==> config.mk <==
export PLATFORM = sky130hd
export DESIGN_NAME = conv_symbol_encoder_flat
export DESIGN_NICKNAME = d
export VERILOG_FILES = /design/src/rtl/qam_pkg.sv /design/src/rtl/conv_symbol_encoder_if.sv /design/src/rtl/bit_fifo.sv /design/src/rtl/conv_symbol_encoder.sv /design/src/flat_wrapper.sv
export SDC_FILE = /design/constraint.sdc
export NUM_CORES = 1
export LEC_CHECK = 0
export ABC_CLOCK_PERIOD_IN_PS = 2000
export BUFFER_PORTS_ARGS = -buffer_cell sky130_fd_sc_hd__buf_4
export CORE_MARGIN = 10
export CORE_UTILIZATION = 28
export DETAILED_ROUTE_END_ITERATION = 10
export PLACE_DENSITY = 0.51
export SLEW_MARGIN = 0
export SYNTH_ARGS = -nofsm -noshare
export SYNTH_HDL_FRONTEND = slang
export SYNTH_SLANG_ARGS = --single-unit
==> constraint.sdc <==
create_clock -name clk -period 2 [get_ports clk]
set_input_delay 0.4 -clock clk [delete_from_list [all_inputs] [get_ports clk]]
set_output_delay 0.4 -clock clk [all_outputs]
set_load 0.03 [all_outputs]
==> src/rtl/qam_pkg.sv <==
// Shared QAM/convolutional-coding definitions: generator polynomials, tail length
// and the frame FSM encoding reused by the matching decoder.
package qam_pkg;

  localparam int SYM_LEN_DEF = 128;
  localparam logic [2:0] G0 = 3'b111;
  localparam logic [2:0] G1 = 3'b101;
  localparam int TAIL_LEN = 2;

  typedef enum logic [1:0] {
    IDLE = 2'd0,
    DATA = 2'd1,
    TAIL = 2'd2
  } conv_state_t;

  // Returns {g0,g1} for input bit b with shift register sr (sr[1] newest).
  function automatic logic [1:0] conv_encode(input logic b, input logic [1:0] sr);
    logic [2:0] taps;
    taps = {b, sr};
    return {^(taps & G0), ^(taps & G1)};
  endfunction

endpackage

==> src/rtl/conv_symbol_encoder_if.sv <==
// Bit-stream input and coded-dibit output bundle of the convolutional encoder.
interface conv_symbol_encoder_if;

  logic       data_in;
  logic       data_valid;
  logic       data_ready;
  logic [1:0] conv_out;
  logic       conv_active;
  logic       frame_done;
  logic       underrun;

  modport master (
    output data_in, data_valid,
    input  data_ready, conv_out, conv_active, frame_done, underrun
  );

  modport slave (
    input  data_in, data_valid,
    output data_ready, conv_out, conv_active, frame_done, underrun
  );

endinterface

==> src/rtl/bit_fifo.sv <==
// Single-bit FIFO with full/empty flags; the head bit is presented from storage
// so a pop on the tick edge consumes the bit the encoder already sees.
module bit_fifo #(
  parameter int DEPTH = 8
) (
  input  logic clk,
  input  logic reset,
  input  logic push,
  input  logic din,
  input  logic pop,
  output logic dout,
  output logic full,
  output logic empty
);

  localparam int AW = $clog2(DEPTH);

  logic [DEPTH-1:0] mem;
  logic [AW:0]      wr_ptr;
  logic [AW:0]      rd_ptr;

  // Pointers carry one extra wrap bit to tell full from empty.
  always_ff @(posedge clk or posedge reset) begin
    if (reset) begin
      wr_ptr <= '0;
      rd_ptr <= '0;
    end else begin
      if (push) wr_ptr <= wr_ptr + (AW+1)'(1);
      if (pop)  rd_ptr <= rd_ptr + (AW+1)'(1);
    end
  end

  always_ff @(posedge clk) begin
    if (push) mem[wr_ptr[AW-1:0]] <= din;
  end

  assign dout  = mem[rd_ptr[AW-1:0]];
  assign empty = (wr_ptr == rd_ptr);
  assign full  = (wr_ptr[AW] != rd_ptr[AW]) && (wr_ptr[AW-1:0] == rd_ptr[AW-1:0]);

endmodule

==> src/rtl/conv_symbol_encoder.sv <==
// Rate-1/2 K=3 convolutional encoder emitting one dibit per symbol period,
// framed as FRAME_LEN info bits plus two zero tail bits.
module conv_symbol_encoder
  import qam_pkg::*;
#(
  parameter int SYM_LEN    = SYM_LEN_DEF,
  parameter int FRAME_LEN  = 32,
  parameter int FIFO_DEPTH = 8
) (
  input logic clk,
  input logic reset,
  conv_symbol_encoder_if.slave bus
);

  localparam int SCW = $clog2(SYM_LEN);
  localparam int BCW = $clog2(FRAME_LEN + 1);
  localparam logic [SCW-1:0] SYM_LAST  = SCW'(SYM_LEN - 1);
  localparam logic [BCW-1:0] FRAME_CNT = BCW'(FRAME_LEN);

  conv_state_t    state;
  logic [SCW-1:0] sym_cnt;
  logic [BCW-1:0] bit_cnt;
  logic [1:0]     sr;
  logic           tick;
  logic           fifo_dout;
  logic           fifo_full;
  logic           fifo_empty;
  logic           need_bit;
  logic           pop;
  logic           push;
  logic           next_bit;

  assign tick     = (sym_cnt == SYM_LAST);
  assign need_bit = (state == IDLE) || ((state == DATA) && (bit_cnt < FRAME_CNT));
  assign pop      = tick && need_bit && !fifo_empty;
  assign push     = bus.data_valid && !fifo_full;
  assign next_bit = fifo_empty ? 1'b0 : fifo_dout;

  assign bus.data_ready = !fifo_full;

  bit_fifo #(.DEPTH(FIFO_DEPTH)) u_fifo (
    .clk   (clk),
    .reset (reset),
    .push  (push),
    .din   (bus.data_in),
    .pop   (pop),
    .dout  (fifo_dout),
    .full  (fifo_full),
    .empty (fifo_empty)
  );

  always_ff @(posedge clk or posedge reset) begin
    if (reset) sym_cnt <= '0;
    else       sym_cnt <= tick ? '0 : sym_cnt + SCW'(1);
  end

  // Frame FSM; everything below advances only on the symbol tick so the new
  // dibit lands in the modulator's sampling cycle.
  always_ff @(posedge clk or posedge reset) begin
    if (reset) begin
      state           <= IDLE;
      sr              <= 2'b00;
      bit_cnt         <= '0;
      bus.conv_out    <= 2'b00;
      bus.conv_active <= 1'b0;
      bus.frame_done  <= 1'b0;
      bus.underrun    <= 1'b0;
    end else begin
      bus.frame_done <= 1'b0;
      bus.underrun   <= 1'b0;
      if (tick) begin
        unique case (state)
          IDLE: begin
            if (!fifo_empty) begin
              bus.conv_out    <= conv_encode(fifo_dout, sr);
              sr              <= {fifo_dout, sr[1]};
              bus.conv_active <= 1'b1;
              bit_cnt         <= BCW'(1);
              state           <= DATA;
            end else begin
              bus.conv_out    <= 2'b00;
              bus.conv_active <= 1'b0;
            end
          end
          DATA: begin
            if (bit_cnt < FRAME_CNT) begin
              bus.conv_out <= conv_encode(next_bit, sr);
              sr           <= {next_bit, sr[1]};
              bus.underrun <= fifo_empty;
              bit_cnt      <= bit_cnt + BCW'(1);
            end else begin
              bus.conv_out <= conv_encode(1'b0, sr);
              sr           <= {1'b0, sr[1]};
              state        <= TAIL;
            end
          end
          TAIL: begin
            bus.conv_out   <= conv_encode(1'b0, sr);
            sr             <= {1'b0, sr[1]};
            bus.frame_done <= 1'b1;
            state          <= IDLE;
          end
          default: state <= IDLE;
        endcase
      end
    end
  end

endmodule

==> src/flat_wrapper.sv <==
// flat-port wrapper written by rule: the top's interface ports become plain ports
module conv_symbol_encoder_flat import qam_pkg::*;
#(
  parameter int SYM_LEN    = SYM_LEN_DEF,
  parameter int FRAME_LEN  = 32,
  parameter int FIFO_DEPTH = 8
)
  (clk, reset, bus_data_in, bus_data_valid, bus_data_ready, bus_conv_out, bus_conv_active, bus_frame_done, bus_underrun);
  conv_symbol_encoder_if bus_i ();
  input logic clk;
  input logic reset;
  input wire logic [$bits(bus_i.data_in)-1:0] bus_data_in;
  input wire logic [$bits(bus_i.data_valid)-1:0] bus_data_valid;
  output wire logic [$bits(bus_i.data_ready)-1:0] bus_data_ready;
  output wire logic [$bits(bus_i.conv_out)-1:0] bus_conv_out;
  output wire logic [$bits(bus_i.conv_active)-1:0] bus_conv_active;
  output wire logic [$bits(bus_i.frame_done)-1:0] bus_frame_done;
  output wire logic [$bits(bus_i.underrun)-1:0] bus_underrun;
  assign bus_i.data_in = bus_data_in;
  assign bus_i.data_valid = bus_data_valid;
  assign bus_data_ready = bus_i.data_ready;
  assign bus_conv_out = bus_i.conv_out;
  assign bus_conv_active = bus_i.conv_active;
  assign bus_frame_done = bus_i.frame_done;
  assign bus_underrun = bus_i.underrun;
  conv_symbol_encoder #(.SYM_LEN(SYM_LEN), .FRAME_LEN(FRAME_LEN), .FIFO_DEPTH(FIFO_DEPTH)) u_core (.clk(clk), .reset(reset), .bus(bus_i));
endmodule
==> key figures <==
Worst setup path
  • Critical-path cell with the highest stage delay: or4_4
  • CP peak stage delay: 550 ps
  • Critical-path cell list: xor2_2 -> or4_4 -> buf_6
  • Critical path launch point: u_core.u_fifo.wr_ptr[1]
  • Critical path type: reg2out
  • CP max FO: 2
  • Critical path startpoint category: flop
  • R2R depth: 7
  • CP Data Arrival Time: about 1600 ps
  • Worst setup EP type: output port
  • Worst endpoint required time: 1600 ps
  • Reg2reg start: u_core.u_fifo.rd_ptr[0]

STA
  • Finish-stage setup viols: 0
  • Worst-Margin Slew: 397 ps
  • Max-slew headroom: 73.6%
  • Slew Limit Fails: 0
  • Worst hold slack: 189 ps
  • Clk_skew: 7.37 ps
  • RSZ-0062 raised after global routing: yes
  • Fmax: 0.501 GHz
  • Sum of negative setup slack: 0 ps
  • Final period util: between 90 and 100%
  • Post-route minimum period: roughly 2000 ps
  • Final count of hold timing violations: 0

Clock network
  • Htree depth: 2
  • Clk sinks: 38
  • TritonCTS Buffers: 5
  • CTS tree: built
  • Clock root buffer: clkbuf_8
  • Hold buffers post-CTS: 0
  • Worst-Skew Late Latency: 290 ps
  • Clk buf depth: 2
  • Clock slew at reported path FFs: 80 ps

Layout
  • Layout area overhead: 28.3%
  • Finished Cell Area: 0.00256 sq mm
  • N_diodes: 0
  • Layout cells sized above 1: 28.9%
  • Finished Layout Cells: 307
  • Final net count: ~220

Global route
  • Global-route wire length before repair: 6.62 mm
  • Largest net degree at the start of global routing: 31
  • Initial antenna violation count: 0
  • Total gr overflow: 0
  • Total track usage: 7.47%
  • Vias in the first global route: between 1k and 1.5k

Pwr
  • Total net switching power: 602 uW
  • Net Sw Frac: between 20% and 30%
  • Comb power frac: 25.0%
  • Peak supply drop: approximately 0.37 mV
  • Pint: 1.61 mW
  • Reg power frac: 40.8%
  • Power Density: 862 mW/mm^2
  • Clock Power Share: between 30% and 40%
  • Pleak: around 1.1 nW

Logic synthesis
  • Yosys warnings: 0
  • Top cell type by total area after synthesis: dfrtp_1
  • Synth unique cells: 47
  • Post-synth EDFFs: 8
  • Cell count after synthesis: about 180
  • Fraction of registers with async set or reset after synthesis: 78.9%
  • Synth Register Bits: 38
  • Synth top area share: 37.6%
  • Primary FF master, synth: dfrtp_1
  • Sequential share of the synthesized area: 49.6%
  • Syn Area/Cell: 11.2 sq um
  • Cell Area, Synth: about 0.0020 sq mm
  • Mapped Nets: 192
  • Top cells by area, synth: dfrtp_1 38%, edfxtp_1 12%, ha_1 5.6%, xnor2_1 5.3%, xor2_1 3.9%
  • Most frequent cell after synthesis: dfrtp_1
  • Top cells by count, synth: 30 x dfrtp_1, 19 x nor2_1, 14 x nand2_1

Detailed routing
  • Post-Route WL: about 4.0 mm
  • Iter 0 DRT Violations: 42
  • Post-DRT Antenna Nets: 0
  • Via count: 1,341
  • Drt wl/cell: 13.1 microns
  • Via density: 4.37
  • Drt first pass iters: 4
  • Post-route DRC: 0

Floorplanning
  • Initial core utilization: 29.1%
  • Row count: 30
  • Io pins: 10
  • DIE HEIGHT: 104 microns
  • CORE AREA: 0.00687 sq mm
  • Die width: 104 microns
  • Die area: 0.0109 sq mm

Status
  • Status: completed

Placement
  • Placed cells: roughly 290
  • Hpwl dp: 2.85 mm
  • GPL Wtd Cong: between 0.7 and 0.8
  • I/O Buffers: 9
  • DP Area: about 0.0023 sq mm

Run
  • Max cap viols: 0

Hold path
  • Hold WC Path Type: in2async
path summary, 6_finish.rpt:
| path | slack, ps | end |
|---|---|---|
| worst min register to register | 470 | u_core.sym_cnt[0] |
| worst min-delay path | 190 | u_core.bit_cnt[4] |
| max in group asynchronous | 1500 | u_core.u_fifo.rd_ptr[0] |
| worst max register to register | 40 | u_core.bus.conv_out[0] |
| min in group clk | 350 | u_core.u_fifo.mem[2] |
| worst max-delay path | 3 | bus_data_ready |
sequential cells by signal, summed over array words and instances, names as in the netlist:
register and count:
u_core.sym_cnt 7, u_core.bus.frame_done 1, u_core.state 2, u_core.sr 2
u_core.bus.conv_active 1, u_core.u_fifo.mem 8, u_core.bus.underrun 1, u_core.bit_cnt 6
u_core.u_fifo.rd_ptr 4, u_core.bus.conv_out 2, u_core.u_fifo.wr_ptr 4
layer usage:
layer / vias to the layer above / track usage [%] / share of wire [%]
met3: 2 / 2.29 / 2.1
met5: - / 0 / 0
met2: 13 / 12.3 / 51
met4: 0 / 3.28 / 1.1
li1: 689 / - / -
met1: 637 / 8.72 / 45
layout make-up:
cell class	instances	area, sq um
inverter	6	22.5
tap	96	120
fill	688	4310
clock buffer	7	108
clock inverter	1	30.0
multi-input combinational	126	1010
timing repair buffer	33	275
sequential	38	993
critical path: cells and delay by family (launching register included):
| kind | cells | cell delay, ps |
|---|---|---|
| XOR/XNOR | 1 | 180 |
| buffers and inverters | 1 | 160 |
| AND/OR/NAND/NOR | 1 | 550 |
| flip-flops | 1 | 410 |
through the flow:
step	power, mW	util (%)	worst slack (ps)
global route	2.34	37.3	-37.4
CTS	2.17	35.7	-14.8
global placement	1.35	32.9	120
finish	2.21	37.3	3.05
floorplan	1.20	-	11.8
detailed placement	1.35	32.9	39.3
what timing repair did:
action | in CTS | in global routing
pin swaps | 1 | 4
endpoints found under the setup margin | 1 | 7
gates resized for setup | 5 | 13
gates cloned | 0 | 0
buffers inserted | 5 | 6
power by group through the flow:
stage / Sequential (mW) / Combinational, mW / Clock (mW)
2_1_floorplan: 0.912 / 0.289 / 0
3_3_place_gp: 0.916 / 0.429 / 0
3_5_place_dp: 0.917 / 0.431 / 0
4_1_cts: 0.896 / 0.490 / 0.787
5_1_grt: 0.908 / 0.605 / 0.823
6_report: 0.901 / 0.552 / 0.756
layout by cell type, fill, tap and decap left out, types with 3 or more instances in the layout:
cell        n
buf_4      28
edfxtp_1    8
inv_1       6
xnor2_1     8
clkbuf_8    6
dfrtp_1    28
nand2_1    14
buf_6       4
xnor2_2     4
xor2_1      8
nand3_1     6
a2111oi_2   3
mux2_1      4
nor2_1     19
nor3_1      6
nand2b_1    5
ha_1        9
kinds of logic after synthesis:
| kind of cell | Yosys count | synth area share (%) |
|---|---|---|
| buffers and inverters | 15 | 3.51 |
| adder cells (fa/ha/maj) | 9 | 5.64 |
| flip-flops | 38 | 49.6 |
| AND/OR/NAND/NOR | 64 | 16.0 |
| multiplexers | 8 | 6.14 |
| XOR/XNOR | 21 | 9.20 |
| AO/OA/AOI/OAI | 24 | 9.96 |
No activity file was read; power rests on OpenSTA's default activity.
